===== config.mk =====
export PLATFORM = sky130hd
export DESIGN_NAME = brush_painter
export DESIGN_NICKNAME = d
export VERILOG_FILES = /design/src/rtl/brush_painter.sv
export SDC_FILE = /design/constraint.sdc
export NUM_CORES = 1
export LEC_CHECK = 0
export ABC_AREA = 1
export CAP_MARGIN = 20
export CORE_MARGIN = 5
export CORE_UTILIZATION = 55
export CTS_CLUSTER_SIZE = 16
export DETAILED_ROUTE_END_ITERATION = 10
export PLACE_DENSITY = 0.76
export SLEW_MARGIN = 30
export SYNTH_ARGS = -nofsm -noshare
export SYNTH_HDL_FRONTEND = slang
export SYNTH_SLANG_ARGS = --single-unit

===== constraint.sdc =====
create_clock -name clk -period 4.4 [get_ports clk]
set_clock_uncertainty 0.05 [all_clocks]
set_input_delay 0.44 -clock clk [delete_from_list [all_inputs] [get_ports clk]]
set_output_delay 0.44 -clock clk [all_outputs]
set_load 0.05 [all_outputs]

===== src/rtl/brush_painter.sv =====
// brush_painter: turns paint-stamp and canvas-clear commands into a stream of
// single-pixel writes (brush/newColor/wx/wy), one pixel per clock.
// A paint stamp is a (2R+1)x(2R+1) square centred on the cursor, clipped to
// the canvas; a clear sweeps every pixel in raster order.
// Optional build macro BRUSH_ROUND_EN: trims the stamp to a round shape
// (positions with dx^2+dy^2 > R^2+R are not written; cycle count unchanged).
module brush_painter #(
   parameter int unsigned WIDTH      = 256,
   parameter int unsigned HEIGHT     = 128,
   parameter int unsigned MAX_RADIUS = 3
) (
   input  logic       clk,
   input  logic       reset,
   input  logic       cmdValid,
   output logic       cmdReady,
   input  logic       cmdClear,
   input  logic [7:0] cx,
   input  logic [7:0] cy,
   input  logic [1:0] radius,
   input  logic [2:0] color,
   output logic       brush,
   output logic [2:0] newColor,
   output logic [7:0] wx,
   output logic [7:0] wy,
   output logic       done
);

   localparam int unsigned XW = (WIDTH  > 1) ? $clog2(WIDTH)  : 1;
   localparam int unsigned YW = (HEIGHT > 1) ? $clog2(HEIGHT) : 1;
   // radius port is 2 bits wide, so the effective clamp never exceeds 3
   localparam int unsigned MAX_R_CLAMP = (MAX_RADIUS > 3) ? 3 : MAX_RADIUS;
   localparam logic [1:0]  MAX_R       = 2'(MAX_R_CLAMP);
   localparam logic signed [9:0] W_S   = 10'(WIDTH);
   localparam logic signed [9:0] H_S   = 10'(HEIGHT);
   localparam logic [XW-1:0] X_LAST    = XW'(WIDTH - 1);
   localparam logic [YW-1:0] Y_LAST    = YW'(HEIGHT - 1);

   typedef enum logic [1:0] {
      IDLE  = 2'd0,
      PAINT = 2'd1,
      CLEAR = 2'd2
   } state_t;

   state_t state_q, state_d;

   // captured command
   logic [7:0] cx_q, cx_d;
   logic [7:0] cy_q, cy_d;
   logic [2:0] col_q, col_d;
   logic [1:0] reff_q, reff_d;

   // stamp offsets of the pixel currently on the outputs
   logic signed [9:0] dx_q, dx_d;
   logic signed [9:0] dy_q, dy_d;

   // raster position of the pixel currently on the outputs during a clear
   logic [XW-1:0] x_q, x_d;
   logic [YW-1:0] y_q, y_d;

   // registered outputs
   logic       brush_q, brush_d;
   logic [7:0] wx_q, wx_d;
   logic [7:0] wy_q, wy_d;
   logic       done_q, done_d;
   logic       ready_q, ready_d;

   // combinational helpers
   logic [1:0]        reff_in;
   logic signed [9:0] reff_s_q;
   logic signed [9:0] reff_s_d;
   logic signed [9:0] px;
   logic signed [9:0] py;
   logic              in_canvas;
   logic              round_ok;
`ifdef BRUSH_ROUND_EN
   logic signed [9:0] dist_sq;
   logic signed [9:0] r_lim;
`endif

   // State, capture and output registers
   always_ff @(posedge clk) begin
      if (reset) begin
         state_q <= IDLE;
         cx_q    <= 8'd0;
         cy_q    <= 8'd0;
         col_q   <= 3'd0;
         reff_q  <= 2'd0;
         dx_q    <= 10'sd0;
         dy_q    <= 10'sd0;
         x_q     <= '0;
         y_q     <= '0;
         brush_q <= 1'b0;
         wx_q    <= 8'd0;
         wy_q    <= 8'd0;
         done_q  <= 1'b0;
         ready_q <= 1'b1;
      end else begin
         state_q <= state_d;
         cx_q    <= cx_d;
         cy_q    <= cy_d;
         col_q   <= col_d;
         reff_q  <= reff_d;
         dx_q    <= dx_d;
         dy_q    <= dy_d;
         x_q     <= x_d;
         y_q     <= y_d;
         brush_q <= brush_d;
         wx_q    <= wx_d;
         wy_q    <= wy_d;
         done_q  <= done_d;
         ready_q <= ready_d;
      end
   end

   // Next state, position advance, and the outputs for the next pixel cycle
   always_comb begin
      state_d   = state_q;
      cx_d      = cx_q;
      cy_d      = cy_q;
      col_d     = col_q;
      reff_d    = reff_q;
      dx_d      = dx_q;
      dy_d      = dy_q;
      x_d       = x_q;
      y_d       = y_q;
      brush_d   = 1'b0;
      wx_d      = wx_q;
      wy_d      = wy_q;
      done_d    = 1'b0;
      ready_d   = 1'b0;
      px        = 10'sd0;
      py        = 10'sd0;
      in_canvas = 1'b0;
      round_ok  = 1'b1;
`ifdef BRUSH_ROUND_EN
      dist_sq   = 10'sd0;
      r_lim     = 10'sd0;
`endif

      reff_in  = (radius > MAX_R) ? MAX_R : radius;
      reff_s_q = $signed({8'd0, reff_q});

      // advance through the operation
      case (state_q)
         IDLE: begin
            if (cmdValid) begin
               cx_d   = cx;
               cy_d   = cy;
               col_d  = color;
               reff_d = reff_in;
               if (cmdClear) begin
                  state_d = CLEAR;
                  x_d     = '0;
                  y_d     = '0;
               end else begin
                  state_d = PAINT;
                  dx_d    = -$signed({8'd0, reff_in});
                  dy_d    = -$signed({8'd0, reff_in});
               end
            end
         end
         PAINT: begin
            if (dx_q == reff_s_q && dy_q == reff_s_q) begin
               state_d = IDLE;
            end else if (dx_q == reff_s_q) begin
               dx_d = -reff_s_q;
               dy_d = dy_q + 10'sd1;
            end else begin
               dx_d = dx_q + 10'sd1;
            end
         end
         CLEAR: begin
            if (x_q == X_LAST && y_q == Y_LAST) begin
               state_d = IDLE;
            end else if (x_q == X_LAST) begin
               x_d = '0;
               y_d = y_q + 1'b1;
            end else begin
               x_d = x_q + 1'b1;
            end
         end
         default: state_d = IDLE;
      endcase

      reff_s_d = $signed({8'd0, reff_d});

      // outputs describe the pixel at the next position
      case (state_d)
         PAINT: begin
            px        = $signed({2'b00, cx_d}) + dx_d;
            py        = $signed({2'b00, cy_d}) + dy_d;
            in_canvas = (px >= 10'sd0) && (px < W_S) &&
                        (py >= 10'sd0) && (py < H_S);
`ifdef BRUSH_ROUND_EN
            dist_sq   = dx_d * dx_d + dy_d * dy_d;
            r_lim     = reff_s_d * reff_s_d + reff_s_d;
            round_ok  = (dist_sq <= r_lim);
`endif
            brush_d   = in_canvas && round_ok;
            wx_d      = px[7:0];
            wy_d      = py[7:0];
            done_d    = (dx_d == reff_s_d) && (dy_d == reff_s_d);
         end
         CLEAR: begin
            brush_d = 1'b1;
            wx_d    = 8'(x_d);
            wy_d    = 8'(y_d);
            done_d  = (x_d == X_LAST) && (y_d == Y_LAST);
         end
         default: begin
            ready_d = 1'b1;
         end
      endcase
   end

   assign cmdReady = ready_q;
   assign brush    = brush_q;
   assign newColor = col_q;
   assign wx       = wx_q;
   assign wy       = wy_q;
   assign done     = done_q;

endmodule

# == After elaboration in Yosys (flattened, before gate mapping) ==
# Index checks and enable logic that the tools add are counted.
# W data, S select, Z words.
# op_classes
n_reduce_logical,11
div,0
mux,37
bitwise_logic,0
eq_ne,12
mul,0
n_addsub,8
magnitude_cmp,5
shifts,0
# op_table
operator,n
$mux W10,8
$mux W8,8
$pmux W8 S2,3
$eq A10 B3 Y1,4
$pmux W10 S2,2
$mux W7,4
$add A10 B2 Y10 const B,2
$add A9 B10 Y10,2
$ge A10 B1 Y1 const B,2
$neg A2 Y10,2
$eq A8 B8 Y1 const B,2
$eq A7 B7 Y1 const B,2
$mux W2,7
$pmux W7 S2,1
$lt A10 B10 Y1 const B,1
$lt A10 B9 Y1 const B,1
$add A8 B1 Y8 const B,1
$add A7 B1 Y7 const B,1
$logic_and A1 B1 Y1,7
$pmux W2 S3,1
$eq A2 B1 Y1 const B,2
$eq A2 B2 Y1 const B,2
$pmux W1 S2,2
$gt A2 B2 Y1 const B,1
other kinds (5),5
# word_totals
ram_bits,0
wordCells,87
rom_bits,0
memories,0
output_inout_bits,22
inputBits,25
latch_bits,0
reg_bits,77

# == Logic depth before layout (Yosys ltp) ==
# depth
ltp_word,12
depth_mapped,25
depth_no_buf,25

# == Worst setup path before layout ==
# OpenSTA, ideal clock, no wires.
# synth_path
path_kind,input to register
start,input radius[0]
end,register brush_q (netlist: brush)
setup_ps,70
n_path_buf,0
cell_stages,20
arrival_time_ps,3043
path_slack_ps,1237
required_ps,4280
path_cell_list,inv_1 -> ha_1 -> or2_2 -> a21oi_1 -> a21oi_1 -> o21bai_2 -> inv_1 -> ha_1 -> a21oi_1 -> nand2_1 -> nand4_1 -> nand3_1 -> a21oi_1 -> nand3b_1 -> nor2_1 -> nor3_1 -> nand2_1 -> nor2_1 -> nand2_1 -> a21oi_1
# synth_between
elab_cells_between_ends,19
classes_between,add/sub: 3; order compare: 5; mux: 8; reduce/logical: 3
# synth_lines
item,line,text
"start, declared",19,"input logic [1:0] radius,"
$gt A2 B2 Y1,140,reff_in = (radius > MAX_R) ? MAX_R : radius;
$mux W2 *,140,
$neg A2 Y10 *,158,"dy_d = -$signed({8'd0, reff_in});"
$mux W10 *,151,if (cmdClear) begin
$mux W10 *,146,if (cmdValid) begin
$pmux W10 S2 *,144,case (state_q)
net dy_d[2],54,"logic signed [9:0] dy_q, dy_d;"
$add A9 B10 Y10 *,191,"py = $signed({2'b00, cy_d}) + dy_d;"
$ge A10 B1 Y1,193,(py >= 10'sd0) && (py < H_S);
$logic_and A1 B1 Y1,192,in_canvas = (px >= 10'sd0) && (px < W_S) &&
$logic_and A1 B1 Y1 *,193,
$pmux W1 S2 *,188,case (state_d)
"end signal, assigned",107,brush_q <= brush_d;
"end, declared",61,"logic brush_q, brush_d;"
# Mark *: on every way through the listed nets, which the timed path passes. The rest lies on a longest branch.
# A chain may end at the register's enable or synchronous reset.

# == Worst setup path in the final report ==
# layout_path
start,register dx_q[0]
end,register brush_q (netlist: brush)
# layout_between
elab_cells_between_ends,25
classes_between,add/sub: 3; order compare: 4; eq/ne: 3; mux: 11; reduce/logical: 4
# layout_lines
item,line,text
"start, declared",53,"logic signed [9:0] dx_q, dx_d;"
"start signal, assigned",88,dx_q <= 10'sd0;
"start signal, assigned",103,dx_q <= dx_d;
$eq A10 B3 Y1 *,"163, 165",
$mux W10 / $logic_and A1 B1 Y1 (equally long branches),"165, 163",
$mux W10 *,163,if (dx_q == reff_s_q && dy_q == reff_s_q) begin
$pmux W10 S2 *,144,
net dy_d[2],54,
$add A9 B10 Y10 *,191,
$ge A10 B1 Y1,193,
$logic_and A1 B1 Y1,192,
$logic_and A1 B1 Y1 *,193,
$pmux W1 S2 *,188,
# Marks and branches as above.

==> flow_metrics.tcl <==
set metrics [dict create \
    hold_path.class "in -> reg" \
    crit_path_frequent_cell "nand2_1" \
    switchingPower_uw 1071 \
    max_cap_viol_count 0 \
    post-route-period-util_pct 80.32 \
    clkSinkCount 77 \
    cts_setup_buffers 0 \
    critical_path_start_type "flop" \
    synth.ff_latch_count 77 \
    grt_max_degree 45 \
    mappedNetlistArea_sq_um 5280 \
    category_of_the_worst_setup_path_capture_point "flop" \
    grt_pass1_wl_um 24520 \
    first_global_vias 5011 \
    h-tree-depth 3 \
    finalMaxSlewViolations 0 \
    worst_setup_hold_path_clk_slew_ns 0.09 \
    root_buf_cell "clkbuf_8" \
    global_route_usage_sum_pct 26.57 \
    post-route-drc-count 0 \
    layout.nets 920 \
    hold_slack_ns 0.3985 \
    final_hold_viol_count 0 \
    power-per-cell-area_nw_per_um2 410.9 \
    gp_routability_congestion 1.009 \
    cts_resized 0 \
    period_minus_slack_ns 3.534 \
    placed_cell_area_sq_um 5873 \
    fmax_mhz 282.9 \
    outcome "complete, no violations" \
    critical_path.slowest_cell "dfxtp_1" \
    chipHeight_um 108.0 \
    ios 47 \
    critical_path.n_buffers_inverters 2 \
    slew-limit-headroom_pct 38.07 \
    routed-via-count 5376 \
    cts_hold_repair.buffers 0 \
    dpl.hpwl_um 11820 \
    place_ws_ns 0.5971 \
    syn_to_final_growth_pct 15.17 \
    worst_ep_arrival_time_ns 3.78 \
    num-fill-cells 914 \
    avgViaCountPerCell 5.355 \
    cts_tree "built" \
    ys.flop_type "dfxtp_1" \
    synth_fp_nets 872 \
    report.power.total_uw 2498 \
    routed_wl_um 15050 \
    clk-insertion-delay-late_ns 0.36 \
    grt_setup_unrepaired "no" \
    drive_above_1_share_pct 10.63 \
    die_area_sq_um 11660 \
    worst-setup-path-type "reg -> reg" \
    clock_power_share_pct 23.5 \
    cts_inserted_buffers 9 \
    globalRoute.totalOverflow 0 \
    antenna_found_initial 0 \
    antenna_diode_count 0 \
    synthCells 822 \
    worstPathCellList "inv_1, nand2_1, nand2_1, nor2_2, nand2_4, nor2_4, nand2_1, xor2_1, o21bai_2, inv_1, ha_1, a21oi_1, nand2_1, nand4_1, nand3_1, a21oi_1, nand3b_1, nor2_1, nor3_1, nand2_1, nor2_1, nand2_1, a21oi_1" \
    max-vdd-ir-drop_v 0.0002646 \
    synth_seq_area_share_pct 29.19 \
    clock_path_buffers 2 \
    switching_share_pct 42.85 \
    critical_path_peak_fanout 13 \
    first_pass_iteration_count_of_the_detailed_router 5 \
    coreArea_sq_um 9284 \
    worst_ep_required_time_ns 4.65 \
    p_leak_uw 0.002903 \
    synthesis.yosys.warnings 0 \
    route.detailed.wl_per_inst_um 14.99 \
    synth-edff-count 0 \
    die_w_um 108.0 \
    power_frac_seq_pct 33.5 \
    power.internal_uw 1428 \
    layout_setup_ws_ns 0.8657 \
    timing_worst_slew_pin_value_ns 0.9255 \
    port_buffers 46 \
    design_area_sq_um 6081 \
    initial_core_util_pct 56.87 \
    power.share.combinational_pct 43.0 \
    num_rows 35 \
    cp_top_family "simple AND/OR/NAND/NOR gates" \
    final-setup-viol-count 0 \
    synth_area_per_cell_sq_um 6.423 \
    initial_drt_markers 392 \
    final_antenna_net_count 0 \
    setup_tns_ns 0 \
    synth.lib_cells_used.distinct 50 \
    critPathMaxStageDelay_ns 0.44 \
    ffs_w_async_s_r_synth_pct 0 \
]
state kept, by name, summed over array words and instances, names as in the netlist:
register  flops
reff_q        2
wy            8
wx            8
cx_q          8
dx_q         10
cy_q          8
state_q       2
cmdReady      1
done          1
brush         1
newColor      3
y_q           7
x_q           8
dy_q         10
power groups by stage:
stage	combinational (uW)	sequential, uW	clock (uW)
2_1_floorplan	626	978	0
3_3_place_gp	1050	849	0
3_5_place_dp	1060	850	0
4_1_cts	1060	835	591
5_1_grt	1170	847	625
6_report	1070	837	588
cells by family after synthesis:
group	Yosys count	synth area share, %
AND/OR/NAND/NOR	406	34.67
buffers and inverters	155	11.33
AO/OA/AOI/OAI	141	15.76
adder cells (fa/ha/maj)	25	6.066
flip-flops	77	29.19
XOR/XNOR	18	2.986
final cells by class:
cell class	count	area (sq um)	area share [%]
Tap cell	129	161.4	2.654
Clock buffer	11	141.4	2.325
Sequential cell	77	1541	25.35
Inverter	141	536.8	8.827
Multi-Input combinational cell	590	3141	51.65
Clock inverter	5	66.31	1.091
Timing Repair Buffer	51	493.0	8.107
placed cells by master (no fill, tap or decap), types with 4 or more instances in the layout:
master	n
a22oi_1	4
nand4_1	7
nand2_1	170
nor2_1	114
nor3_1	11
inv_1	129
nand2_2	10
nand2_4	5
ha_1	24
nand3_2	4
nand3_1	48
or2_2	16
o21ai_1	6
dfxtp_1	77
xor2_1	14
nor2_4	5
o211ai_1	6
o21ai_0	57
xnor2_1	4
nor2_2	9
clkdlybuf4s50_1	45
inv_2	10
a21oi_1	41
clkbuf_8	10
buf_4	5
cell usage after synthesis, types with 2 or more instances:
cell type	instances	area (sq um)
o22ai_1	3	18.77
nor2_1	114	427.9
nand3_1	48	240.2
nand2_1	170	638.1
o21ai_0	57	285.3
xnor2_1	4	35.03
nor2_2	9	56.30
o221ai_1	3	26.28
nor2_4	5	56.30
nand4_1	7	43.79
clkbuf_1	12	45.04
nor3_1	11	55.05
ha_1	24	300.3
inv_1	129	484.2
o21ai_1	6	30.03
dfxtp_1	77	1541
or2_2	16	100.1
nand2_4	5	56.30
nand3b_1	2	15.01
nand2_2	10	62.56
xor2_1	14	122.6
a22oi_1	4	30.03
o21bai_2	2	22.52
a31oi_1	2	12.51
o211ai_1	6	45.04
a21oi_2	2	17.52
a21o_1	2	15.01
nand3_2	4	40.04
nor3_2	2	20.02
inv_2	10	37.54
a21oi_1	41	205.2
o21bai_1	3	22.52
layer usage:
layer	GRT usage (%)	part of all wire (%)	wire [um]	up-vias
met3	4.478	7.1	1069	31
met4	8.927	2.6	397	0
met5	0	0	0	-
met2	42.54	44	6607	197
li1	-	-	-	2722
met1	36.32	46	6978	2426
through the flow:
stage | instances | util (%)
finish | 1004 | 65.50
global route | 1004 | 65.50
CTS | 1004 | 65.50
detailed placement | 988 | 63.26
global placement | 988 | 63.26
floorplan | 822 | -
worst paths after layout:
kind / slack [ns] / cells past startpoint / startpoint / endpoint
hold reg to reg: 0.41 / 2 / wx[4] / wx[4]
hold / removal: 0.40 / 2 / reset / cy_q[1]
setup / recovery: 0.87 / 23 / dx_q[0] / brush
setup reg to reg: 0.87 / 23 / dx_q[0] / brush
No activity file was read; power rests on OpenSTA's default activity.
